==> src/rtl/core_alu_mc.sv <==
// core_alu_mc: multi-cycle ALU with a valid/ready handshake on both sides.
// Single-cycle operations finish one cycle after they are accepted.
// Result, zero flag and out_valid are held in DONE until the consumer takes them.
// Optional feature macro: CORE_ALU_MUL_EN. When it is defined, the block adds
// MUL (code 10) and MULHU (code 11) as an XLEN-cycle radix-2 shift-add multiplier.
// When it is not defined, codes 10 and 11 act like any other undefined code.
module core_alu_mc #(
    parameter int XLEN = 32,
    parameter int SHW  = $clog2(XLEN)
) (
    input  logic            clk,
    input  logic            rst,
    input  logic            in_valid,
    output logic            in_ready,
    input  logic [3:0]      ctrl,
    input  logic [XLEN-1:0] oprend_1,
    input  logic [XLEN-1:0] oprend_2,
    output logic            out_valid,
    input  logic            out_ready,
    output logic [XLEN-1:0] alu_result,
    output logic            zero
);

    // Operation codes
    localparam logic [3:0] OP_ADD   = 4'd0;
    localparam logic [3:0] OP_SUB   = 4'd1;
    localparam logic [3:0] OP_AND   = 4'd2;
    localparam logic [3:0] OP_OR    = 4'd3;
    localparam logic [3:0] OP_XOR   = 4'd4;
    localparam logic [3:0] OP_SLL   = 4'd5;
    localparam logic [3:0] OP_SRL   = 4'd6;
    localparam logic [3:0] OP_SRA   = 4'd7;
    localparam logic [3:0] OP_SLT   = 4'd8;
    localparam logic [3:0] OP_SLTU  = 4'd9;
`ifdef CORE_ALU_MUL_EN
    localparam logic [3:0] OP_MUL   = 4'd10;
    localparam logic [3:0] OP_MULHU = 4'd11;

    typedef enum logic [1:0] {
        ST_IDLE = 2'b00,
        ST_BUSY = 2'b01,
        ST_DONE = 2'b10
    } state_t;
`else
    typedef enum logic [1:0] {
        ST_IDLE = 2'b00,
        ST_DONE = 2'b10
    } state_t;
`endif

    // Returns 1 when the whole result word is zero.
    function automatic logic is_zero(input logic [XLEN-1:0] v);
        return (v == {XLEN{1'b0}});
    endfunction

    state_t            state_q;
    logic              in_ready_q;
    logic              out_valid_q;
    logic [XLEN-1:0]   result_q;
    logic              zero_q;

    logic [XLEN-1:0]   alu_res_s;
    logic [SHW-1:0]    shamt_s;

`ifdef CORE_ALU_MUL_EN
    logic [SHW-1:0]    mul_cnt_q;
    logic [2*XLEN-1:0] mul_acc_q;     // {partial high half, remaining multiplier bits}
    logic [XLEN-1:0]   mul_mcand_q;
    logic              mul_hi_q;      // 1 = MULHU, 0 = MUL

    logic              is_mul_s;
    logic [XLEN:0]     mul_sum_s;
    logic [2*XLEN-1:0] mul_step_s;
    logic [XLEN-1:0]   mul_res_s;
`endif

    assign shamt_s = oprend_2[SHW-1:0];

    // Single-cycle datapath: result of the operation currently on the inputs
    always_comb begin
        alu_res_s = {XLEN{1'b0}};
        case (ctrl)
            OP_ADD:  alu_res_s = oprend_1 + oprend_2;
            OP_SUB:  alu_res_s = oprend_1 - oprend_2;
            OP_AND:  alu_res_s = oprend_1 & oprend_2;
            OP_OR:   alu_res_s = oprend_1 | oprend_2;
            OP_XOR:  alu_res_s = oprend_1 ^ oprend_2;
            OP_SLL:  alu_res_s = oprend_1 << shamt_s;
            OP_SRL:  alu_res_s = oprend_1 >> shamt_s;
            OP_SRA:  alu_res_s = $unsigned($signed(oprend_1) >>> shamt_s);
            OP_SLT:  alu_res_s = {{(XLEN-1){1'b0}}, ($signed(oprend_1) < $signed(oprend_2))};
            OP_SLTU: alu_res_s = {{(XLEN-1){1'b0}}, (oprend_1 < oprend_2)};
            default: alu_res_s = {XLEN{1'b0}};
        endcase
    end

`ifdef CORE_ALU_MUL_EN
    // Multiplier step: add the multiplicand when the current multiplier bit is set, then shift right
    always_comb begin
        is_mul_s = (ctrl == OP_MUL) || (ctrl == OP_MULHU);
        if (mul_acc_q[0]) begin
            mul_sum_s = {1'b0, mul_acc_q[2*XLEN-1:XLEN]} + {1'b0, mul_mcand_q};
        end else begin
            mul_sum_s = {1'b0, mul_acc_q[2*XLEN-1:XLEN]};
        end
        mul_step_s = {mul_sum_s, mul_acc_q[XLEN-1:1]};
        if (mul_hi_q) begin
            mul_res_s = mul_step_s[2*XLEN-1:XLEN];
        end else begin
            mul_res_s = mul_step_s[XLEN-1:0];
        end
    end
`endif

    // Control FSM with registered handshake, result and zero flag
    always_ff @(posedge clk or posedge rst) begin
        if (rst) begin
            state_q     <= ST_IDLE;
            in_ready_q  <= 1'b1;
            out_valid_q <= 1'b0;
            result_q    <= {XLEN{1'b0}};
            zero_q      <= 1'b1;
`ifdef CORE_ALU_MUL_EN
            mul_cnt_q   <= {SHW{1'b0}};
            mul_acc_q   <= {(2*XLEN){1'b0}};
            mul_mcand_q <= {XLEN{1'b0}};
            mul_hi_q    <= 1'b0;
`endif
        end else begin
            case (state_q)
                ST_IDLE: begin
                    if (in_valid) begin
`ifdef CORE_ALU_MUL_EN
                        if (is_mul_s) begin
                            state_q     <= ST_BUSY;
                            in_ready_q  <= 1'b0;
                            mul_cnt_q   <= {SHW{1'b0}};
                            mul_acc_q   <= {{XLEN{1'b0}}, oprend_2};
                            mul_mcand_q <= oprend_1;
                            mul_hi_q    <= (ctrl == OP_MULHU);
                        end else
`endif
                        begin
                            state_q     <= ST_DONE;
                            in_ready_q  <= 1'b0;
                            out_valid_q <= 1'b1;
                            result_q    <= alu_res_s;
                            zero_q      <= is_zero(alu_res_s);
                        end
                    end
                end
`ifdef CORE_ALU_MUL_EN
                ST_BUSY: begin
                    // One multiplier bit per cycle; the XLEN-th step writes the result.
                    mul_acc_q <= mul_step_s;
                    mul_cnt_q <= mul_cnt_q + SHW'(1);
                    if (mul_cnt_q == SHW'(XLEN - 1)) begin
                        state_q     <= ST_DONE;
                        out_valid_q <= 1'b1;
                        result_q    <= mul_res_s;
                        zero_q      <= is_zero(mul_res_s);
                    end
                end
`endif
                ST_DONE: begin
                    // Hold the result until it is consumed. in_ready rises one cycle later.
                    if (out_ready) begin
                        state_q     <= ST_IDLE;
                        in_ready_q  <= 1'b1;
                        out_valid_q <= 1'b0;
                    end
                end
                default: begin
                    state_q     <= ST_IDLE;
                    in_ready_q  <= 1'b1;
                    out_valid_q <= 1'b0;
                end
            endcase
        end
    end

    assign in_ready   = in_ready_q;
    assign out_valid  = out_valid_q;
    assign alu_result = result_q;
    assign zero       = zero_q;

endmodule
==> config.mk <==
export PLATFORM = sky130hd
export DESIGN_NAME = core_alu_mc
export DESIGN_NICKNAME = d
export VERILOG_FILES = /design/src/rtl/core_alu_mc.sv
export SDC_FILE = /design/constraint.sdc
export NUM_CORES = 1
export LEC_CHECK = 0
export ABC_CLOCK_PERIOD_IN_PS = 2200
export CORE_ASPECT_RATIO = 1.2
export CORE_UTILIZATION = 55
export CTS_CLUSTER_SIZE = 40
export DETAILED_ROUTE_END_ITERATION = 10
export MAX_ROUTING_LAYER = met4
export PLACE_DENSITY = 0.78
export SETUP_SLACK_MARGIN = 0.4
export SLEW_MARGIN = 20
export SYNTH_ARGS = -nofsm -noshare
export SYNTH_HDL_FRONTEND = slang
export SYNTH_SLANG_ARGS = --single-unit
export TNS_END_PERCENT = 10
==> constraint.sdc <==
create_clock -name clk -period 2.2 [get_ports clk]
set_clock_uncertainty 0.15 [all_clocks]
set_input_delay 0.44 -clock clk [delete_from_list [all_inputs] [get_ports clk]]
set_output_delay 0.44 -clock clk [all_outputs]
set_load 0.1 [all_outputs]
==> flow_summary.json, run 1 <==
{
  "status": "aborted with a tool error",
  "lastStage": "global routing",
  "error": "[ERROR GRT-0116] Global routing finished with congestion. Check the congestion regions in the DRC Viewer.",
  "grt_overflow": 1023,
  "dp_slack_ps": -2370,
  "grt.total_usage": 0.9519,
  "synth_warnings": 0,
  "synthDistinctLibCells": 99,
  "start_util": 0.5629,
  "cts-root-buf": "clkbuf_16",
  "die_w_um": 131.1,
  "mappedNetlistArea_um2": 11000,
  "routabilityCongestion": 1.336,
  "cts.sinks": 35,
  "async_reset_ff_frac": 1.000,
  "place_hpwl_um": 43950,
  "synth_seq_cells": 35,
  "synth_edf_count": 0,
  "syn_inst": 1548,
  "io_buffers": 106,
  "cts_buffers": 5,
  "synth_area_per_cell_um2": 7.109,
  "grt_pass1_vias": 22910,
  "grt_start_max_net_pins": 56,
  "grt_pass1_wl_um": 148400,
  "ctsHoldBuffers": 0,
  "htree_levels": 2,
  "clockBufferDepth": 2,
  "synth_flop_cell": "dfrtp_1",
  "ios": 107,
  "rows": 56,
  "synth-seq-area-share": 0.07982,
  "dieHeight_um": 157.0,
  "syn-num-nets": 1721
}
[routing by layer]
metal  GRT usage  overflow
met5           -         -
met4       1.024       216
met3      0.7778        31
met2       1.177       752
met1      0.8579        24
[synth_stat cells, types with 19 or more instances]
master / n / area, µm²
nand2_1: 175 / 656.9
nor2_1: 132 / 495.5
a21oi_1: 126 / 630.6
ha_1: 99 / 1239
inv_1: 97 / 364.1
o21ai_0: 94 / 470.5
mux2i_1: 76 / 760.7
clkbuf_1: 75 / 281.5
nor3_1: 40 / 200.2
nand3_1: 35 / 175.2
o211ai_1: 35 / 262.8
mux2_2: 34 / 382.9
dfrtp_1: 33 / 825.8
a211oi_1: 31 / 232.7
mux4_2: 26 / 585.6
buf_2: 25 / 125.1
a31oi_1: 24 / 150.1
o21bai_1: 20 / 150.1
a221oi_1: 19 / 166.4
[stage by stage]
step / area, µm² / TNS (ps) / cells
2_1_floorplan: 11180 / -28660 / 1548
4_1_cts: 18330 / -23300 / 2414
3_5_place_dp: 16030 / -53890 / 2335
3_3_place_gp: 16030 / -49600 / 2335
[cell families after synthesis]
family                   after synthesis  share of synthesized area
AO/OA/AOI/OAI                        533                     0.3287
buffers and inverters                226                    0.08812
XOR/XNOR                              17                    0.01353
multiplexers                         142                     0.1643
flip-flops                            35                    0.07982
AND/OR/NAND/NOR                      494                     0.2093
adder cells (fa/ha/maj)              101                     0.1162
[repair_timing]
| action | in CTS |
|---|---|
| cloned | 4 |
| endpoints found under the setup margin | 33 |
| buffers inserted | 67 |
| resized for setup | 445 |
| pin swaps | 114 |
==> run 2: changes to the inputs <==
Settings changed: ABC_CLOCK_PERIOD_IN_PS 2200 to 2850, CORE_ASPECT_RATIO 1.2 to not set, CORE_UTILIZATION 55 to 40, CTS_CLUSTER_SIZE 40 to not set, MAX_ROUTING_LAYER met4 to not set, PLACE_DENSITY 0.78 to not set, PLACE_DENSITY_LB_ADDON set to 0.15, SETUP_SLACK_MARGIN 0.4 to not set.
Clock period 2.2 ns to 2.85 ns, I/O delays scaled along.
==> flow_summary.json, run 2 <==
{
  "status": "finished, violations left",
  "violations": "setup timing",
  "wl_per_cell_um": 24.57,
  "setup_viol": 29,
  "yosys.area.top_type": "ha_1",
  "grt_pass1_wl_um": 91890,
  "num_vias": 15980,
  "cp.arrival_ps": 3920,
  "antenna_found_initial": 1,
  "synth_area_per_cell_um2": 7.109,
  "worst_slack_ps": -993.2,
  "final_common_cell": "buf_4",
  "syn_inst": 1548,
  "dp_slack_ps": -1994,
  "start_util": 0.4083,
  "largest_register_ffs": 32,
  "htree_levels": 2,
  "synth_seq_cells": 35,
  "synth_edf_count": 0,
  "drtIter0Drc": 1986,
  "grt_start_max_net_pins": 56,
  "async_reset_ff_frac": 1.000,
  "path_clk_slew_ps": 60,
  "mostFrequentLayoutCells": "657 x buf_4, 164 x nand2_1, 124 x nor2_1",
  "hold_viol": 0,
  "min_to": "alu_result[25]$_DFFE_PP0P_",
  "synth_warnings": 0,
  "max_freq_ghz": 0.2602,
  "worstSetupPathType": "in -> reg",
  "slew_headroom": 0.5187,
  "path_max_fanout": 4,
  "drc_errors": 0,
  "layout_min_cycle_time_ps": 3843,
  "viasPerCell": 6.254,
  "syn-num-nets": 1721,
  "cts.sinks": 35,
  "synth_top_area_frac": 0.1126,
  "die_area_um2": 28180,
  "tritoncts": "done",
  "synth_area_leaders": "ha_1 11%, dfrtp_1 7.5%, mux2i_1 6.9%",
  "ant_nets": 0,
  "finalWirelength_um": 62810,
  "synth_common_cells": "175 x nand2_1, 132 x nor2_1, 126 x a21oi_1, 99 x ha_1, 97 x inv_1",
  "cp-start-kind": "primary input",
  "end_kind": "flip-flop",
  "reg2reg_slack_ps": -90,
  "synthDistinctLibCells": 99,
  "synth_flop_cell": "dfrtp_1",
  "num-nets-final": 2386,
  "die_w_um": 167.9,
  "p_total_uw": 6139,
  "max_cap_viol_count": 0,
  "mappedNetlistArea_um2": 11000,
  "synth-seq-area-share": 0.07982,
  "setup_tns_ps": -11160,
  "p_per_area_nw_per_um2": 326.3,
  "routabilityCongestion": 1.077,
  "rsz0062_at_grt": "yes",
  "critical_path_required_ps": 2920,
  "cts_buffers": 5,
  "wl_met1_um": 26000,
  "area_growth_pct": 70.97,
  "ir_worst_vdd_v": 0.0003159,
  "ios": 107,
  "min-delay-start": "alu_result[25]$_DFFE_PP0P_",
  "r2r-start": "out_valid$_DFFE_PP0P_",
  "whs_path_depth": 2,
  "highest_layer": "met5",
  "drive_above_1_share": 0.4864,
  "clockBufferDepth": 2,
  "worst-r2r-cell-count": 14,
  "clk_latency_ps": 280,
  "hold_path_class": "reg -> reg",
  "io_buffers": 106,
  "reg2reg_to": "zero$_DFFE_PP1P_",
  "tightestPinTransition_ps": 710.7,
  "coreArea_um2": 26950,
  "firstDrtPassIters": 6,
  "cts-root-buf": "clkbuf_16",
  "grt_overflow": 0,
  "layout_worst_path_cycle_share": 1.348,
  "wl_met3_um": 7141,
  "ctsHoldBuffers": 0,
  "grt_pass1_vias": 14990,
  "grt.total_usage": 0.4313,
  "maxSlewViolCount": 0,
  "synth_most_common_cell": "nand2_1",
  "place_hpwl_um": 50490,
  "hold_slack_ps": 326.2,
  "power.leakage_uw": 0.008608,
  "dieHeight_um": 167.9,
  "wl_met2_um": 26950,
  "rows": 60
}
run 2: cell counts after synthesis:
Identical to the previous run, type by type.
run 2: worst max-delay path: stages:
cell and delay [ps]:
dlygate4sd2_1 250, inv_2 90, ha_4 280, buf_6 110, inv_1 60, a21oi_2 230
o31ai_4 130, a221oi_2 260, nand2_2 110, buf_6 130, buf_4 120, a221o_1 320
a21oi_2 190, nand2_1 90, nor4_2 270, buf_4 170, nand3_4 60, nor4_4 270
a41o_1 200
run 2: how the worst max path moves through the flow:
stage | startpoint | endpoint | slack, ps | cells past startpoint
2_1_floorplan | oprend_2[1] | zero$_DFFE_PP1P_ | -1160 | 17
3_3_place_gp | oprend_1[6] | zero$_DFFE_PP1P_ | -1960 | 18
3_5_place_dp | oprend_1[6] | zero$_DFFE_PP1P_ | -1990 | 18
4_1_cts | oprend_2[1] | zero$_DFFE_PP1P_ | -1000 | 18
5_1_grt | oprend_1[14] | zero$_DFFE_PP1P_ | -1150 | 19
6_report | oprend_1[14] | zero$_DFFE_PP1P_ | -990 | 19
run 2: power breakdown:
part | switching (µW) | internal (µW)
registers | 61.7 | 616
clock network | 206 | 412
logic | 2900 | 1940
run 2: what timing repair did:
| item | in CTS | in global routing |
|---|---|---|
| setup endpoints to repair | 33 | 33 |
| setup buffers | 50 | 21 |
| gates resized for setup | 383 | 128 |
| pin swaps | 92 | 72 |
| cloned | 1 | 0 |
run 2: layer usage:
layer  global-route usage  vias to the layer above
li1                     -                     7102
met1               0.5881                     7703
met2               0.6661                      980
met3              0.09591                      197
met4               0.1488                        2
met5                    0                        -
run 2: cells by family (layout without fill, tap and decap cells):
logic type | after synthesis | count (layout) | share of synthesized area
buffers and inverters | 226 | 892 | 0.08812
other | 0 | 1 | 0
xor gates and xnor gates | 17 | 17 | 0.01353
and+or+nand+nor | 494 | 494 | 0.2093
muxes | 142 | 142 | 0.1643
adders and majority gates | 101 | 101 | 0.1162
DFF | 35 | 35 | 0.07982
AOI/OAI and AO/OA | 533 | 533 | 0.3287
run 2: through the flow:
| step | area (µm²) | utilization | std cells |
|---|---|---|---|
| after global placement | 16510 | 0.6127 | 2475 |
| final | 18810 | 0.6981 | 2556 |
| after global routing | 18810 | 0.6980 | 2555 |
| after detailed placement | 16510 | 0.6127 | 2475 |
| after floorplan | 11180 | - | 1548 |
| after CTS | 18200 | 0.6751 | 2534 |
run 2: final cells by class:
cell class	instances	area (µm²)
sequential	35	878.3
antenna	1	2.502
tap	341	426.7
inverter	101	414.1
clock inverter	3	43.79
fill	2261	8137
timing repair buffer	783	6306
multi-input combinational	1287	10620
clock buffer	5	125.1
No activity file was read; power rests on OpenSTA's default activity.
==> run 3: changes to the inputs <==
Settings changed: CTS_CLUSTER_SIZE set to 30, PLACE_DENSITY set to 0.61, PLACE_DENSITY_LB_ADDON 0.15 to not set.
==> flow_summary.json, run 3 (same netlist as run 2, synthesis figures left out) <==
{
  "fillers": 2306,
  "io_buffers": 106,
  "cp.arrival_ps": 3900,
  "drc_errors": 0,
  "reg2reg_slack_ps": -50,
  "clockBufferDepth": 2,
  "mostFrequentLayoutCells": "629 x buf_4, 167 x nand2_1, 124 x nor2_1",
  "rsz0062_at_grt": "yes",
  "critical_path_required_ps": 2910,
  "layout_worst_path_cycle_share": 1.345,
  "final_common_cell": "buf_4",
  "antenna_found_initial": 0,
  "power.leakage_uw": 0.008513,
  "grt_pass1_vias": 15180,
  "tritoncts": "done",
  "tightestPinTransition_ps": 801.6,
  "min-delay-start": "alu_result[0]$_DFFE_PP0P_",
  "firstDrtPassIters": 6,
  "slowest_stage": "mux4_2",
  "viasPerCell": 6.194,
  "r2r-start": "out_valid$_DFFE_PP0P_",
  "num-nets-final": 2358,
  "hold_viol": 0,
  "postLayoutCoreUtil": 0.6909,
  "antenna_cells": 0,
  "grt_start_max_net_pins": 56,
  "status": "finished, violations left",
  "htree_levels": 2,
  "violations": "setup timing",
  "slew_headroom": 0.4518,
  "rows": 60,
  "ant_nets": 0,
  "wl_per_cell_um": 24.20,
  "cp-start-kind": "primary input",
  "max_cap_viol_count": 0,
  "hold_path_class": "reg -> reg",
  "routabilityCongestion": 1.106,
  "ctsHoldBuffers": 0,
  "max_freq_ghz": 0.2608,
  "p_total_uw": 5956,
  "drive_above_1_share": 0.4684,
  "path_clk_slew_ps": 50,
  "cts_buffers": 5,
  "grt_pass1_wl_um": 90900,
  "cts-root-buf": "clkbuf_16",
  "die_w_um": 167.9,
  "finalWirelength_um": 61160,
  "end_kind": "flip-flop",
  "grt.total_usage": 0.4223,
  "ir_worst_vdd_v": 0.0002553,
  "clk_latency_ps": 270,
  "ios": 107,
  "path_cells": "buf_16 -> buf_4 -> mux4_2 -> nand3_1 -> o21ai_0 -> a211oi_1 -> o311ai_2 -> a211oi_2 -> buf_4 -> nand4_1 -> nor4_4 -> nand3_1 -> nor4_2 -> a41o_1",
  "layout_min_cycle_time_ps": 3834,
  "worstSetupPathType": "in -> reg",
  "slowest_delay_ps": 610,
  "critPathLaunch": "oprend_2[0]",
  "largest_register_ffs": 32,
  "start_util": 0.4083,
  "die_area_um2": 28180,
  "maxSlewViolCount": 0,
  "setup_viol": 28,
  "hold_slack_ps": 324.8,
  "dieHeight_um": 167.9,
  "grt_overflow": 0,
  "place_hpwl_um": 49460,
  "path_max_fanout": 25,
  "num_vias": 15650,
  "cts.sinks": 35,
  "area_growth_pct": 69.22,
  "coreArea_um2": 26950,
  "drtIter0Drc": 1551,
  "worst_slack_ps": -983.9,
  "p_per_area_nw_per_um2": 319.8
}
## run 3: cell types whose count changed in the layout (fill, tap and decap cells not counted), moves of 5 or more
cell and change:
buf_4 -28, buf_6 -7, inv_2 -7, buf_2 -6, inv_1 +6, o21ai_1 +6, clkdlybuf4s15_1 +5, o21ai_2 -5
## run 3: layout make-up
cell class / count / area (µm²) / area share
Multi-Input combinational cell: 1287 / 10590 / 0.5689
Timing Repair Buffer: 755 / 6157 / 0.3306
Sequential cell: 35 / 878.3 / 0.04717
Tap cell: 341 / 426.7 / 0.02291
Inverter: 101 / 409.1 / 0.02197
Clock buffer: 8 / 156.4 / 0.008399
## run 3: worst paths after layout
check	to	cells past startpoint
setup / recovery	zero$_DFFE_PP1P_	14
hold / removal	alu_result[0]$_DFFE_PP0P_	2
setup reg to reg	zero$_DFFE_PP1P_	12
hold reg to reg	alu_result[0]$_DFFE_PP0P_	2
max in group asynchronous	in_ready$_DFFE_PP1P_	3
min in group asynchronous	alu_result[27]$_DFFE_PP0P_	3
## run 3: timing repair
| action | CTS | global route |
|---|---|---|
| endpoints found under the hold margin | 0 | 0 |
| pin swaps | 89 | 46 |
| resized for setup | 351 | 107 |
| gates cloned | 1 | 1 |
| setup buffers | 44 | 5 |
| endpoints found under the setup margin | 33 | 32 |
## run 3: power by group
group	switching (µW)	internal, µW	total, µW	leakage [µW]
logic	2830	1900	4720	0.00799
registers	64.3	616	681	0.000442
clock network	180	371	552	0.0000772
## run 3: metal layers
metal	track usage	wire length, µm	vias to the layer above
met4	0.1831	2993	0
met2	0.6618	26630	905
met5	0	0	-
li1	-	-	7049
met1	0.5782	25620	7532
met3	0.05548	5915	167
## run 3: metrics by stage
step / instances / TNS [ps] / cell area, µm² / setup slack (ps)
floorplan: 1548 / -12800 / 11180 / -1162
global placement: 2470 / -37290 / 16520 / -2233
detailed placement: 2470 / -38680 / 16520 / -2314
CTS: 2521 / -9675 / 18190 / -932.0
global route: 2527 / -13170 / 18620 / -1092
finish: 2527 / -10150 / 18620 / -983.9
## run 3: worst max-delay path: cells and delay by family
family                 cells  cell delay (ps)
buffers and inverters      3              630
AO/OA/AOI/OAI              5             1080
multiplexers               1              610
AND/OR/NAND/NOR            5             1000
==> run 4: changes to the inputs <==
Settings changed: CAP_MARGIN set to 20.
==> results of run 4 <==
The final DEF is identical to that of run 3; final timing and power are the same.
